$ cat src/rtl/phase_accumulator.sv
// -----------------------------------------------------------------------------
// phase_accumulator
//
// Phase stage of the NCO. It latches a frequency word and steps an ACC_W-bit
// phase accumulator by that word on every enabled cycle. It adds a phase offset
// to the top ADDR_W+2 bits of the accumulator. It then folds that phase into a
// quarter-wave sine LUT address plus a sign bit for the sine ROM and the DAC
// formatter.
//
// Pipeline:
//   stage 1 : fre_r / acc_r / wrap (carry-out of the add) / stage-1 valid
//   stage 2 : ph_r = top bits of acc_r + phase_off, v2_r
//   stage 3 : addr_out / sign_out / valid_out
//
// Ports:
//   clk        system clock, all logic on the rising edge
//   rst_n      synchronous active-low reset
//   en         advance enable for the accumulator
//   fre_load   capture strobe for fre_in
//   fre_in     unsigned frequency word (FW bits)
//   phase_off  unsigned phase offset, 2^(ADDR_W+2) LSBs per full turn
//   phase_clr  synchronous accumulator clear (wins over en)
//   addr_out   quarter-wave LUT address
//   sign_out   1 = negative half-cycle
//   valid_out  addr_out/sign_out belong to an enabled step
//   wrap       one-cycle pulse on accumulator carry-out
// -----------------------------------------------------------------------------
module phase_accumulator #(
  parameter int FW     = 24,
  parameter int ACC_W  = 32,
  parameter int ADDR_W = 10
) (
  input  logic              clk,
  input  logic              rst_n,
  input  logic              en,
  input  logic              fre_load,
  input  logic [FW-1:0]     fre_in,
  input  logic [ADDR_W+1:0] phase_off,
  input  logic              phase_clr,
  output logic [ADDR_W-1:0] addr_out,
  output logic              sign_out,
  output logic              valid_out,
  output logic              wrap
);

  localparam int PH_W = ADDR_W + 2;

  logic [FW-1:0]     fre_r;
  logic [ACC_W-1:0]  acc_r;
  logic              wrap_r;
  logic              v1_r;
  logic [PH_W-1:0]   ph_r;
  logic              v2_r;
  logic [ADDR_W-1:0] addr_r;
  logic              sign_r;
  logic              valid_r;

  logic [ACC_W:0]    sum_s;
  logic [PH_W-1:0]   ph_sum_s;
  logic [ADDR_W-1:0] addr_fold_s;

  // Accumulator add with carry, offset add and quarter-wave fold.
  always_comb begin
    sum_s       = '0;
    ph_sum_s    = '0;
    addr_fold_s = '0;
    // The frequency word is zero-extended. The extra top bit catches the carry-out.
    sum_s    = {1'b0, acc_r} + {{(ACC_W - FW + 1){1'b0}}, fre_r};
    ph_sum_s = acc_r[ACC_W-1 -: PH_W] + phase_off;
    // Quarters 1 and 3 run the LUT backwards.
    if (ph_r[ADDR_W]) begin
      addr_fold_s = ~ph_r[ADDR_W-1:0];
    end else begin
      addr_fold_s = ph_r[ADDR_W-1:0];
    end
  end

  // Stage 1: frequency word, accumulator, wrap pulse and step-valid.
  always_ff @(posedge clk) begin
    if (!rst_n) begin
      fre_r  <= '0;
      acc_r  <= '0;
      wrap_r <= 1'b0;
      v1_r   <= 1'b0;
    end else begin
      // A newly loaded word is first added on the following cycle.
      if (fre_load) begin
        fre_r <= fre_in;
      end else begin
        fre_r <= fre_r;
      end
      if (phase_clr) begin
        acc_r  <= '0;
        wrap_r <= 1'b0;
      end else if (en) begin
        acc_r  <= sum_s[ACC_W-1:0];
        wrap_r <= sum_s[ACC_W];
      end else begin
        acc_r  <= acc_r;
        wrap_r <= 1'b0;
      end
      v1_r <= en;
    end
  end

  // Stage 2: offset phase (uses the already-updated accumulator).
  always_ff @(posedge clk) begin
    if (!rst_n) begin
      ph_r <= '0;
      v2_r <= 1'b0;
    end else begin
      ph_r <= ph_sum_s;
      v2_r <= v1_r;
    end
  end

  // Stage 3: registered LUT address, sign and valid.
  always_ff @(posedge clk) begin
    if (!rst_n) begin
      addr_r  <= '0;
      sign_r  <= 1'b0;
      valid_r <= 1'b0;
    end else begin
      addr_r  <= addr_fold_s;
      sign_r  <= ph_r[ADDR_W+1];
      valid_r <= v2_r;
    end
  end

  assign addr_out  = addr_r;
  assign sign_out  = sign_r;
  assign valid_out = valid_r;
  assign wrap      = wrap_r;

endmodule
$ cat config.mk
export PLATFORM = sky130hd
export DESIGN_NAME = phase_accumulator
export DESIGN_NICKNAME = d
export VERILOG_FILES = /design/src/rtl/phase_accumulator.sv
export SDC_FILE = /design/constraint.sdc
export NUM_CORES = 1
export LEC_CHECK = 0
export CORE_MARGIN = 2
export CORE_UTILIZATION = 52
export CTS_BUF_LIST = sky130_fd_sc_hd__clkbuf_4 sky130_fd_sc_hd__clkbuf_8
export CTS_CLUSTER_SIZE = 20
export DETAILED_ROUTE_END_ITERATION = 6
export GPL_ROUTABILITY_DRIVEN = 0
export PLACE_DENSITY_LB_ADDON = 0.05
export SYNTH_ARGS = -nofsm -noshare
export SYNTH_HDL_FRONTEND = slang
export SYNTH_SLANG_ARGS = --single-unit
$ cat constraint.sdc
create_clock -name clk -period 2.7 [get_ports clk]
set_clock_uncertainty 0.1 [all_clocks]
set_input_delay 0.54 -clock clk [delete_from_list [all_inputs] [get_ports clk]]
set_output_delay 0.54 -clock clk [all_outputs]
set_load 0.1 [all_outputs]
==> flow_summary_export.csv <==
group,metric,value,unit
clock_network,clock_latency,0.35,ns
worst_hold_path,hold_depth,1,
setup_path,rr_worst_depth,9,
timing,setup_viol,0,
clock_network,htree_levels,3,
flow_run,maxCapViolCount,0,
power,p_leak,2.39,nW
yosys,synth_top_cell_by_area,"dfxtp_1",
floorplanning,dieHeight,97.1,microns
timing,period_share,96.5,%
setup_path,worst-path-stages,9,
floorplanning,dieWidth,97.1,microns
final_layout,fin_nets,640,
timing,slew-limit-headroom,53.1,%
yosys,yosys-top-cells-area,"dfxtp_1 37%, ha_1 9.7%, mux2i_1 7.1%, xor2_1 5.0%, nor2b_1 3.9%",
route,wire_per_inst,14.1,microns
yosys,synth-edff-count,0,
yosys,synthFlopType,"dfxtp_1",
yosys,synth_seq_cells,83,
power,finalPower,2.93,mW
clock_network,cts_buffer_depth,2,
clock_network,clk_pin_slew,0.09,ns
yosys,synth_top_area_share,36.8,%
yosys,synthesis.nets,577,
clock_network,cts_sinks,83,
floorplanning,num_rows,33,
setup_path,critical_path.max_fanout,3,
outcome,outcome,"completed",
timing,setup_tns,0,ns
timing,fin_crit,2.60,ns
worst_hold_path,hold_class,"flop to flop",
power,vdd_ir_drop_max,0.000336,V
route,viasPerCell,5.51,
timing,hold_ws,0.338,ns
floorplanning,coreArea,0.00830,sq mm
global_route,grt_pass1_vias,3487,
global_route,gr-total-overflow,0,
route,ant_nets,0,
setup_path,worst_ep_arrival_time,2.74,ns
timing,hold_violations,0,
yosys,synthTopCellsByCount,"83 x dfxtp_1, 37 x nand2_1, 35 x ha_1",
clock_network,cts-buffers-inserted,9,
clock_network,cts_tree,"built",
setup_path,crit_buf_inv,0,
yosys,yosysMostFrequentCell,"dfxtp_1",
place,dpl_cell_area,0.00517,sq mm
floorplanning,initial_core_util,54.3,%
final_layout,areaGrowthSynthToFinish,21.6,%
setup_path,path_class,"flop to flop",
route,detail_route.drc_violations,0,
timing,slew_viol_final,0,
global_route,track_usage,20.4,%
timing,fmax,384,MHz
setup_path,startpoint_type,"flop",
floorplanning,dieArea,0.00944,sq mm
route,drt-initial-drc-count,127,
floorplanning,boundaryPins,54,
yosys,synth_area,0.00451,sq mm
setup_path,crit_path_end_kind,"flop",
setup_path,crit_path_top_delay_cell,"a2111oi_4",
global_route,grt_max_degree,51,
power,power_density,533,mW/mm^2
final_layout,finalNonFillerCells,672,
yosys,synthArstFlopShare,0,%
final_layout,fill_cells,691,
clock_network,clockRootBuffer,"clkbuf_8",
route,vias,3703,
yosys,ys_seq_area_share,36.8,%
route,drt-pass1-iter-count,4,
final_layout,drive_gt1_share,9.52,%
global_route,grt_pass1_wl,16000,microns
yosys,syn_avg_cell_area,9.04,sq um
global_route,antenna_found_initial,0,
setup_path,cp.required,2.83,ns
place,io_buffers,53,
final_layout,antenna_cells,0,
yosys,yosysWarnings,0,
final_layout,final_area,0.00549,sq mm
route,wirelength,9440,microns
yosys,synth.distinct_cells,44,
place,place_hpwl,6870,microns
place,dp_cells,654,
setup_path,cpPeakStageDelay,0.44,ns
timing,tightest_slew,0.701,ns
setup_path,crit_chain,"ha_2 > fa_2 > a21o_1 > a2111oi_4 > o21ai_2 > o311a_1 > nor2_1 > xor2_1 > o21ai_1",
setup_path,crit_family,"compound AO/OA/AOI/OAI gates",
yosys,syn-instance-count,499,
==> placed cells by master (no fill, tap or decap), types with 4 or more instances in the layout <==
cell type and instances:
xor2_1 26, nor2b_1 28, and3_1 8, nand2_1 37, and2_1 24, xnor2_1 16, nand3_1 8, a21oi_2 4
a21oi_1 30, nor3_1 8, bufinv_16 4, a21o_1 9, ha_1 34, clkdlybuf4s50_1 40, a211oi_1 6, o21bai_1 4
o21a_1 5, dfxtp_1 83, mux2i_1 32, or3_1 6, nor2_1 30, nand2b_1 7, o21ai_0 30, o211ai_1 4
o21ai_1 11, clkbuf_8 9, buf_4 26, inv_1 4
==> kinds of logic (layout without fill, tap and decap cells) <==
group / count (synthesis) / count (layout) / share of synthesized area [%]
compound gates: 123 / 123 / 17.1
buf+inv: 19 / 87 / 1.58
simple gates: 163 / 163 / 18.6
fa+ha+maj: 37 / 37 / 10.6
mux: 32 / 32 / 7.10
flops: 83 / 83 / 36.8
xor+xnor: 42 / 42 / 8.16
==> path summary, 6_finish.rpt <==
check                        startpoint                      to  slack, ns
setup / recovery  fre_r[0]$_SDFFE_PN0P_  acc_r[16]$_SDFFE_PP0P_        0.1
setup reg to reg  fre_r[0]$_SDFFE_PN0P_  acc_r[16]$_SDFFE_PP0P_        0.1
hold / removal          v2_r$_SDFF_PN0_    valid_out$_SDFF_PN0_       0.34
hold reg to reg         v2_r$_SDFF_PN0_    valid_out$_SDFF_PN0_       0.34
==> power breakdown <==
| part | internal, mW | leakage (nW) | total (mW) | switching, mW |
|---|---|---|---|---|
| clock network | 0.722 | 0.134 | 1.18 | 0.458 |
| registers | 1.28 | 0.681 | 1.31 | 0.0309 |
| logic | 0.185 | 1.57 | 0.436 | 0.251 |
==> through the flow <==
stage               setup WS (ns)  utilization (%)
floorplan                   0.165                -
global placement           -0.176             62.3
detailed placement         -0.230             62.3
CTS                       0.00667             65.5
global route              -0.0296             66.1
finish                     0.0957             66.1
==> cell type report <==
| type | instances | area, sq um | area share, % |
|---|---|---|---|
| multi-input cells | 397 | 2810 | 51.2 |
| flip-flops and latches | 83 | 1660 | 30.3 |
| repair buffers | 66 | 596 | 10.9 |
| clock inverters | 6 | 138 | 2.51 |
| clock buffers | 10 | 131 | 2.40 |
| well taps | 105 | 131 | 2.40 |
| inverters | 5 | 18.8 | 0.342 |
==> registers in the layout, summed over array words and instances (netlist names) <==
register,cells
sign_out,1
fre_r,24
v2_r,1
v1_r,1
valid_out,1
wrap,1
addr_out,10
acc_r,32
ph_r,12
==> metal layers <==
layer  up-vias  wire length [microns]  part of all wire [%]  track usage [%]
met5         -                      0                     0                0
li1       1898                      -                     -                -
met1      1743                   4450                    47             26.0
met2        57                   4660                    49             35.3
met4         0                     61                  0.65             7.04
met3         5                    275                   2.9             3.09
==> what timing repair did <==
| item | CTS | global route |
|---|---|---|
| setup endpoints to repair | 0 | 10 |
| hold buffers | 0 | 0 |
| gates resized for setup | 0 | 7 |
| endpoints found under the hold margin | 0 | 0 |
| setup buffers | 0 | 2 |
(Power assumes the default switching activity.)
